**src/rtl/smc_counter_lite16.sv**
```systemverilog
// smc_counter_lite16: timing-counter stage for the SMC16 state machine.
// Captures per-access timing configuration when an access starts and runs
// the chip-select leading-edge, wait-state and chip-select trailing-edge
// down-counters that the state machine uses to pace its LE, RW and FLOAT
// states. All counters are unsigned and stop at zero.
module smc_counter_lite16 #(
  parameter int WS_W = 8
) (
  input  logic            sys_clk16,
  input  logic            sys_reset16,
  input  logic            valid_access16,
  input  logic            mac_done16,
  input  logic [4:0]      r_smc_currentstate16,
  input  logic [4:0]      smc_nextstate16,
  input  logic [1:0]      csle_cfg16,
  input  logic [1:0]      cste_cfg16,
  input  logic [1:0]      oete_cfg16,
  input  logic [WS_W-1:0] ws_cfg16,
  output logic [1:0]      r_csle_count16,
  output logic [1:0]      r_cste_count16,
  output logic [WS_W-1:0] r_ws_count16,
  output logic [1:0]      r_csle_store16,
  output logic [1:0]      r_cste_store16,
  output logic [1:0]      r_oete_store16,
  output logic [WS_W-1:0] r_ws_store16
);

  // SMC16 state encodings (one-hot, matching the state machine's defines).
  localparam logic [4:0] SMC_IDLE  = 5'b00001;
  localparam logic [4:0] SMC_LE    = 5'b00010;
  localparam logic [4:0] SMC_RW    = 5'b00100;
  localparam logic [4:0] SMC_STORE = 5'b01000;
  localparam logic [4:0] SMC_FLOAT = 5'b10000;

  // Decrement a 2-bit counter, stopping at zero.
  function automatic logic [1:0] dec_sat2(input logic [1:0] v);
    if (v == 2'd0) return 2'd0;
    return v - 2'd1;
  endfunction

  // Decrement the wait-state counter, stopping at zero.
  function automatic logic [WS_W-1:0] dec_sat_ws(input logic [WS_W-1:0] v);
    if (v == '0) return '0;
    return v - WS_W'(1);
  endfunction

  // True for the five defined state encodings only.
  function automatic logic is_legal(input logic [4:0] s);
    case (s)
      SMC_IDLE, SMC_LE, SMC_RW, SMC_STORE, SMC_FLOAT: return 1'b1;
      default:                                        return 1'b0;
    endcase
  endfunction

  logic [4:0]      cur;
  logic [4:0]      nxt;
  logic            states_ok;
  logic [1:0]      csle_src;
  logic [1:0]      cste_src;
  logic [WS_W-1:0] ws_src;
  logic [1:0]      csle_nxt;
  logic [1:0]      cste_nxt;
  logic [WS_W-1:0] ws_nxt;

  // mac_done16 is informational here: beat boundaries are already visible
  // in the CUR/NXT transitions (RW->LE, FLOAT->LE/RW).
  logic unused_mac_done;
  assign unused_mac_done = mac_done16;

  assign cur       = r_smc_currentstate16;
  assign nxt       = smc_nextstate16;
  assign states_ok = is_legal(cur) && is_legal(nxt);

  // Load sources: a starting access uses the live config, later beats use the store.
  always_comb begin
    csle_src = r_csle_store16;
    cste_src = r_cste_store16;
    ws_src   = r_ws_store16;
    if (valid_access16) begin
      csle_src = csle_cfg16;
      cste_src = cste_cfg16;
      ws_src   = ws_cfg16;
    end
  end

  // CS leading-edge counter next value; undefined states freeze it.
  always_comb begin
    csle_nxt = r_csle_count16;
    if (states_ok) begin
      if (valid_access16)
        csle_nxt = csle_cfg16;
      else if ((nxt == SMC_LE) && ((cur == SMC_RW) || (cur == SMC_FLOAT)))
        csle_nxt = r_csle_store16;
      else if (cur == SMC_LE)
        csle_nxt = dec_sat2(r_csle_count16);
    end
  end

  // Wait-state counter next value; a zero count while staying in RW means a
  // back-to-back beat, so it reloads rather than sticking at zero.
  always_comb begin
    ws_nxt = r_ws_count16;
    if (states_ok && (nxt == SMC_RW)) begin
      if (cur != SMC_RW)
        ws_nxt = ws_src;
      else if (r_ws_count16 != '0)
        ws_nxt = dec_sat_ws(r_ws_count16);
      else
        ws_nxt = ws_src;
    end
  end

  // CS trailing-edge counter next value; only FLOAT consumes it, so it is
  // held through STORE, LE and RW.
  always_comb begin
    cste_nxt = r_cste_count16;
    if (states_ok) begin
      if (valid_access16)
        cste_nxt = cste_cfg16;
      else if ((cur == SMC_FLOAT) && ((nxt == SMC_RW) || (nxt == SMC_LE)))
        cste_nxt = r_cste_store16;
      else if (cur == SMC_FLOAT)
        cste_nxt = dec_sat2(r_cste_count16);
    end
  end

  // Configuration stores: capture on access start, hold across all beats.
  always_ff @(posedge sys_clk16 or posedge sys_reset16) begin
    if (sys_reset16) begin
      r_csle_store16 <= '0;
      r_cste_store16 <= '0;
      r_oete_store16 <= '0;
      r_ws_store16   <= '0;
    end else if (valid_access16) begin
      r_csle_store16 <= csle_cfg16;
      r_cste_store16 <= cste_cfg16;
      r_oete_store16 <= oete_cfg16;
      r_ws_store16   <= ws_cfg16;
    end
  end

  // Counter registers.
  always_ff @(posedge sys_clk16 or posedge sys_reset16) begin
    if (sys_reset16) begin
      r_csle_count16 <= '0;
      r_cste_count16 <= '0;
      r_ws_count16   <= '0;
    end else begin
      r_csle_count16 <= csle_nxt;
      r_cste_count16 <= cste_nxt;
      r_ws_count16   <= ws_nxt;
    end
  end

endmodule

```
**config.mk**
```make
export PLATFORM = sky130hd
export DESIGN_NAME = smc_counter_lite16
export DESIGN_NICKNAME = d
export VERILOG_FILES = /design/src/rtl/smc_counter_lite16.sv
export SDC_FILE = /design/constraint.sdc
export NUM_CORES = 1
export LEC_CHECK = 0
export ABC_AREA = 0
export BUFFER_PORTS_ARGS = -buffer_cell sky130_fd_sc_hd__buf_4
export CAP_MARGIN = 30
export CORE_UTILIZATION = 44
export CTS_CLUSTER_SIZE = 28
export DETAILED_ROUTE_END_ITERATION = 6
export PLACE_DENSITY = 0.85
export RECOVER_POWER = 25
export SYNTH_ARGS = -nofsm -noshare
export SYNTH_HDL_FRONTEND = slang
export SYNTH_SLANG_ARGS = --single-unit
```
**constraint.sdc**
```tcl
create_clock -name sys_clk16 -period 1.7 [get_ports sys_clk16]
set_input_delay 0.51 -clock sys_clk16 [delete_from_list [all_inputs] [get_ports sys_clk16]]
set_output_delay 0.51 -clock sys_clk16 [all_outputs]
set_load 0.01 [all_outputs]
```
# == Yosys cells after proc, flatten, opt, wreduce, memory -nomap -nowiden ==
# Index checks and enable logic that the tools add are counted.
# totals
wordCells,68
reg_bits,26
input_bits,28
# classes
addsub,3
n_mux,31
eq_ne,11
n_reduce_logical,16
# op_table
operator,count
8-bit 2-to-1 mux,5
2-bit 2-to-1 mux,10
1-bit 2-to-1 mux,16
"5-bit by 1-bit equality test with 1-bit output, second input constant",2
"5-bit by 2-bit equality test with 1-bit output, second input constant",2
"5-bit by 3-bit equality test with 1-bit output, second input constant",2
"5-bit by 4-bit equality test with 1-bit output, second input constant",2
"5-bit equality test, second input constant",2
5-bit OR reduction,2
8-bit zero test,1
8-bit nonzero test,1
"8-bit by 1-bit subtractor with 8-bit output, second input constant",1
3-bit nonzero test,2
"5-bit by 3-bit != test with 1-bit output, second input constant",1
1-bit logical AND,4
2-bit zero test,2
2-bit AND reduction,2
"2-bit by 1-bit subtractor with 2-bit output, second input constant",2
1-bit logical OR,2

# == Longest topological paths before layout ==
# Gate-level depths: netlist (run 1).
# depth
word_depth,10
ltp_mapped,8
mapped_depth_nobuf,7

# == Least setup slack after synthesis (run 1) ==
# Ideal clock, no wire load.
# synth_path
path_type,in2reg
from,input port smc_nextstate16[0]
to,register r_cste_count16[0]
setup_slack_ns,-0.395
arrival_time_ns,1.970
stages,5
t_required_ns,1.575
n_path_buf,0
cell_sequence,or3_1 -> o2bb2a_1 -> a32oi_1 -> o21a_1 -> mux2_2
# synth_via
elab_chain_cells,5
# synth_lines
item,line_no,source
start: declaration,14,"input logic [4:0] smc_nextstate16,"
5-bit by 2-bit equality test with 1-bit output (tied with other cells),"49, 120",
5-bit OR reduction or 1-bit logical OR (tied branches),"49, 120",
1-bit 2-to-1 mux or 1-bit logical AND (tied branches),"49, 120",
1-bit logical AND (tied with other cells),72,assign states_ok = is_legal(cur) && is_legal(nxt);
2-bit AND reduction (no source line) or 2-bit 2-to-1 mux (tied branches),n/a,
end signal: assignment,150,r_cste_count16 <= cste_nxt;
end: declaration,20,"output logic [1:0] r_cste_count16,"
# Several ways; a longest one is shown, not always the timed one.
# A chain may end at the register's enable or synchronous reset.

# == Final worst setup path (run 1) ==
# layout_path
from,input port smc_nextstate16[4]
to,register r_csle_count16[1]
# layout_via
elab_chain_cells,5
# layout_lines
item,line_no,source
5-bit by 2-bit equality test with 1-bit output (tied with other cells),"49, 92",
5-bit OR reduction,49,case (s)
1-bit 2-to-1 mux,49,
1-bit logical AND,72,
2-bit AND reduction (no source line),n/a,
end signal: assignment,149,r_csle_count16 <= csle_nxt;
end: declaration,19,"output logic [1:0] r_csle_count16,"
# Several ways; a longest one is shown, not always the timed one.

==> flow_summary_export.csv, run 1 <==
group,metric,value,unit
route,wire_per_inst,15.0,um
worst_hold_path,holdCritPathClass,"input port to asynchronous set/reset pin",
clock_network,htree_levels,1,
logic_synthesis,yosysWarnings,0,
critical_path,crit_type,"input port to flop",
power,power_density,776,mW/mm^2
floorplan,initial_core_util,47.6,%
critical_path,start_kind,"input port",
power,p_clk_share,23.1,%
placement,post-dp-hpwl,3.03,mm
route,drc_errors,0,
logic_synthesis,syn_area,0.00149,sq mm
route,dr.pass1.iters,4,
logic_synthesis,avgSynthCellArea,9.79,sq um
timing,holdWs,0.336,ns
clock_network,clock-sinks,26,
critical_path,arrival,2.05,ns
logic_synthesis,synthArstFlopShare,100,%
route,vias_per_cell,5.31,
clock_network,path_clk_slew,0.15,ns
timing,slew_headroom,58.4,%
cells_and_area,drive_gt1_share,53.9,%
timing,finalWorstSetupSlack,-0.129,ns
placement,post-place-cells,279,
global_route,grt_pass1_vias,1510,
critical_path,critPathRequiredTime,1.93,ns
cells_and_area,utilization,76.8,%
route,vias,1513,
route,antenna_left,0,
critical_path,crit_fanout,4,
cells_and_area,final_nets,272,
timing,hold_viol,0,
floorplan,row_count,20,
global_route,overflow,0,
placement,io_buffers,52,
power,swShare,30.1,%
floorplan,fp.dieW,60.1,um
timing,final-max-slew-violation-count,0,
floorplan,core_area,0.00313,sq mm
route,drt_wl_total,4.27,mm
clock_network,cts-buffers-inserted,3,
timing,period_share,108,%
outcome,outcome,"complete, but fails checks",
timing,fmax,0.547,GHz
global_route,gr-usage-all-layers,24.9,%
critical_path,end_kind,"flop",
clock_network,clk_latency,0.33,ns
critical_path,r2r_start,"r_ws_count16[0]",
power,internal_power,1300,uW
cells_and_area,stdcell_count,285,
logic_synthesis,synth_area_leader_cell,"dfrtp_1",
logic_synthesis,synthCells,152,
logic_synthesis,synth.distinct_cells,40,
power,p_switching,561,uW
logic_synthesis,synth_top_area_share,43.7,%
global_route,antenna_found_initial,0,
logic_synthesis,synth-seq-cells,26,
logic_synthesis,synthMostInstantiatedCell,"dfrtp_1",
critical_path,crit_path_start,"smc_nextstate16[4]",
outcome,violations,"setup timing",
power,leakage,0.00111,uW
timing,rsz0062_at_grt,"true",
timing,setup_viol,12,
global_route,grt_max_degree,27,
power,seqPwrFrac,40.3,%
placement,routabilityCongestion,0.790,
logic_synthesis,ys.flop_type,"dfrtp_1",
power,ir_worst_vdd,0.416,mV
critical_path,r2r_setup_slack,0.01,ns
timing,period_needed,1.83,ns
flow_run,drv_cap,0,
logic_synthesis,yosys-top-cells-area,"dfrtp_1 44%, mux2_2 9.1%, o21ai_0 5.7%",
clock_network,cts_tree,"done",
power,p_comb_share,36.6,%
timing,finalClockSkew,0.00528,ns
cells_and_area,n_antenna_cell,0,
global_route,grt_pass1_wl,6.67,mm
power,finalPower,1870,uW
logic_synthesis,syn_nets,182,
logic_synthesis,synth-edff-count,0,
timing,tightest_slew,0.625,ns
cells_and_area,area_delta_synth_final,61.5,%
route,drtIter0Drc,55,
clock_network,clk_path_buf_depth,2,
floorplan,dieArea,0.00362,sq mm
logic_synthesis,ys_seq_area_share,43.7,%
floorplan,dieHeight,60.1,um
logic_synthesis,synth_commonest_cells,"26 x dfrtp_1, 17 x o21ai_0, 12 x mux2_2, 12 x nand2_1, 10 x nor2_1",
clock_network,cts_root_buf,"clkbuf_4",
floorplan,design.portCount,54,
## sequential cells by signal, summed over array words and instances, names as in the netlist
name / cells
r_csle_count16: 2
r_csle_store16: 2
r_cste_count16: 2
r_cste_store16: 2
r_oete_store16: 2
r_ws_count16: 8
r_ws_store16: 8
## cells in the final DEF, fill, tap and decap left out, types with 2 or more instances in the layout
master and n:
mux2_2 11, buf_4 78, nor2_1 9, nand2_1 11, dfrtp_1 26, nor3_1 6
nor3b_1 4, a21oi_1 9, nand2b_4 2, o21ai_4 2, inv_1 6, nand2b_1 7
nor2b_1 2, or4_4 2, clkbuf_4 4, o21ai_2 6, mux2_4 2, o21ai_1 5
o311ai_0 2, ha_1 2, or3_4 2, o21ai_0 4, xor2_1 2, o211ai_1 3
buf_6 8
## area by class of cell
type	instances	area (sq um)
Multi-Input combinational cell	116	918
Fill cell	223	726
Timing Repair Buffer	89	703
Sequential cell	26	651
Tap cell	44	55.1
Clock inverter	1	30.0
Clock buffer	3	22.5
Inverter	6	22.5
## kinds of logic after synthesis
| group | synth area share (%) |
|---|---|
| buf+inv | 2.86 |
| fa+ha+maj | 1.68 |
| mux | 10.5 |
| compound gates | 17.6 |
| xor+xnor | 1.18 |
| simple gates | 22.5 |
| flops | 43.7 |
## critical path, stage by stage
cell and delay, ns:
buf_6 0.09, or3_4 0.38, or4b_4 0.59, nand4b_1 0.11, o211ai_1 0.09, mux2_4 0.28
## metrics by stage
| stage | setup TNS, ns | setup slack [ns] | area [sq um] |
|---|---|---|---|
| floorplan | -2.46 | -0.351 | 1540 |
| global placement | -5.08 | -0.482 | 2220 |
| detailed placement | -5.44 | -0.514 | 2220 |
| CTS | -0.851 | -0.145 | 2320 |
| global route | -0.941 | -0.137 | 2400 |
| finish | -0.708 | -0.129 | 2400 |
## repair_timing
action / CTS / global route
gates cloned: 0 / 1
endpoints found under the setup margin: 11 / 11
gates resized for setup: 15 / 15
pin swaps: 12 / 8
setup buffers: 0 / 1
hold buffers: 0 / 0
## power groups by stage
stage	Combinational [uW]	Sequential [uW]	Clock [uW]
2_1_floorplan	235	806	0
3_3_place_gp	607	758	0
3_5_place_dp	624	761	0
4_1_cts	639	749	433
5_1_grt	745	762	464
6_report	683	752	431
## worst paths after layout
kind	end	cells after the start
setup reg to reg	r_ws_count16[6]	8
hold reg to reg	r_oete_store16[1]	1
min in group sys_clk16	r_cste_store16[0]	2
hold / removal	r_cste_store16[1]	3
setup / recovery	r_csle_count16[1]	6
max in group asynchronous	r_csle_count16[0]	3
## layer usage
layer | up-vias | GRT usage, % | wire length [um]
met5 | - | 0 | 0
met4 | 0 | 5.65 | 27
met3 | 2 | 3.46 | 260
met2 | 60 | 46.9 | 2220
met1 | 708 | 29.2 | 1760
li1 | 743 | - | -
No activity file was read; power rests on OpenSTA's default activity.
==> run 2: changes to the inputs <==
==> constraint.sdc (replaced) <==
create_clock -name sys_clk16 -period 1.53 [get_ports sys_clk16]
set_input_delay 0.459 -clock sys_clk16 [delete_from_list [all_inputs] [get_ports sys_clk16]]
set_output_delay 0.459 -clock sys_clk16 [all_outputs]
set_load 0.01 [all_outputs]
==> run 2 against run 1 <==
Net effect: the run still ends with setup timing left; die area stayed put; routed wire length is 22% higher; worst setup slack worse by 0.12 ns; final area is 8.0% higher; sequential share of layout area is 2.0 points lower; total power is 16% higher; via count is 9.0% higher; sequential power is 14% higher; critical path type unchanged; critical endpoint is now r_cste_count16[0]; largest power group is now combinational logic.
==> flow_summary_export.csv, run 2 (synthesis results as in run 1) <==
group,metric,value,unit
floorplan,design.portCount,54,
cells_and_area,n_antenna_cell,0,
outcome,violations,"setup timing",
clock_network,clock-sinks,26,
cells_and_area,mostFrequentLayoutCell,"buf_4",
route,drc_errors,0,
outcome,outcome,"complete, but fails checks",
floorplan,initial_core_util,47.6,%
placement,dpl_worst_slack,-0.618,ns
power,swShare,34.2,%
clock_network,cts_root_buf,"clkbuf_4",
cells_and_area,area_delta_synth_final,74.4,%
timing,period_share,116,%
critical_path,worst_r2r_path_depth,9,
timing,final-max-slew-violation-count,0,
power,power_density,836,mW/mm^2
cells_and_area,final_cell_mix,"70 x buf_4, 26 x dfrtp_1, 23 x buf_6",
timing,fmax,0.564,GHz
placement,io_buffers,52,
clock_network,cts_tree,"done",
cells_and_area,drive_gt1_share,61.9,%
timing,tightest_slew,0.652,ns
floorplan,dieArea,0.00362,sq mm
global_route,grt_pass1_wl,6.49,mm
clock_network,path_clk_slew,0.15,ns
critical_path,reg2reg_to,"r_ws_count16[4]",
power,p_clk_share,16.9,%
critical_path,critPathRequiredTime,1.77,ns
global_route,grt_max_degree,27,
power,seqPwrFrac,39.6,%
power,leakage,0.00116,uW
global_route,overflow,0,
placement,post-dp-hpwl,2.96,mm
floorplan,fp.dieW,60.1,um
placement,routabilityCongestion,0.870,
timing,setup_viol,12,
global_route,antenna_found_initial,0,
cells_and_area,reg.largest.list,"r_ws_count16 (8), r_ws_store16 (8)",
route,dr.pass1.iters,4,
route,drtIter0Drc,74,
timing,finalClockSkew,0.00254,ns
route,drt_wl_total,5.22,mm
critical_path,start_kind,"input port",
power,internal_power,1430,uW
clock_network,cts-buffers-inserted,3,
floorplan,dieHeight,60.1,um
critical_path,crit_type,"input port to flop",
power,p_switching,741,uW
power,ir_worst_vdd,0.513,mV
timing,slew_headroom,56.6,%
global_route,gr-usage-all-layers,23.8,%
route,vias_per_cell,5.67,
clock_network,clk_latency,0.34,ns
critical_path,r2r_setup_slack,-0.15,ns
critical_path,arrival,2.01,ns
clock_network,ctsHoldBuffers,0,
critical_path,r2r_start,"r_ws_count16[1]",
timing,finalWorstSetupSlack,-0.244,ns
clock_network,htree_levels,1,
timing,hold_viol,0,
clock_network,clk_path_buf_depth,2,
critical_path,crit_path_start,"smc_nextstate16[4]",
flow_run,drv_cap,0,
route,vias,1649,
critical_path,end_kind,"flop",
floorplan,core_area,0.00313,sq mm
worst_hold_path,holdCritPathClass,"input port to asynchronous set/reset pin",
timing,rsz0062_at_grt,"true",
global_route,grt_pass1_vias,1468,
power,p_comb_share,43.5,%
route,wire_per_inst,17.9,um
timing,period_needed,1.77,ns
route,antenna_left,0,
timing,finalSetupTns,-2.25,ns
floorplan,row_count,20,
critical_path,crit_fanout,3,
cells_and_area,final_nets,278,
critical_path,crit_end,"r_cste_count16[0]",
## run 2: critical path, stage by stage
cell and delay (ns):
buf_6 0.09, buf_4 0.12, buf_4 0.13, nor3_1 0.22, o2bb2a_4 0.21, a32oi_2 0.20, o21a_1 0.23, mux2_2 0.36
## run 2: timing repair
item	CTS	global route
setup buffers	0	10
resized for setup	20	49
pin swaps	13	8
cloned	1	0
setup endpoints to repair	12	18
## run 2: per-layer routing
metal	share of wire [%]	vias to the layer above	GRT usage (%)	wire length [um]
li1	-	756	-	-
met1	41	806	30.7	2120
met2	50	67	41.8	2610
met3	5.6	20	3.46	295
met4	3.7	0	4.98	194
met5	0	-	0	0
## run 2: final cells by class
type / count / area [sq um]
multi-input combinational: 116 / 1030
timing repair buffer: 95 / 797
sequential: 26 / 651
fill: 165 / 533
tap: 44 / 55.1
clock buffer: 4 / 36.3
inverter: 6 / 22.5
## run 2: worst min-delay path by stage
stage                              to  slack, ns  depth (start not counted)
floorplan           r_csle_count16[0]       0.50                          1
detailed placement  r_oete_store16[1]       0.50                          1
global placement    r_oete_store16[1]       0.49                          1
finish              r_oete_store16[0]       0.28                          3
global route        r_cste_store16[0]       0.33                          2
CTS                 r_oete_store16[0]       0.18                          3
## run 2: through the flow
stage          hold WS (ns)  total power (uW)  instance area, sq um  instances  utilization, %
2_1_floorplan         0.499              1160                  1550        152               -
3_5_place_dp          0.497              1550                  2200        276            70.5
6_report              0.284              2170                  2590        291            83.0
4_1_cts               0.176              1930                  2310        281            73.8
5_1_grt               0.331              2270                  2590        291            83.0
3_3_place_gp          0.490              1520                  2200        276            70.5
## run 2: power by group through the flow
stage / clock [uW] / sequential (uW) / combinational [uW]
finish: 367 / 858 / 944
global route: 398 / 866 / 1010
CTS: 365 / 840 / 724
detailed placement: 0 / 852 / 695
global placement: 0 / 844 / 676
floorplan: 0 / 898 / 265
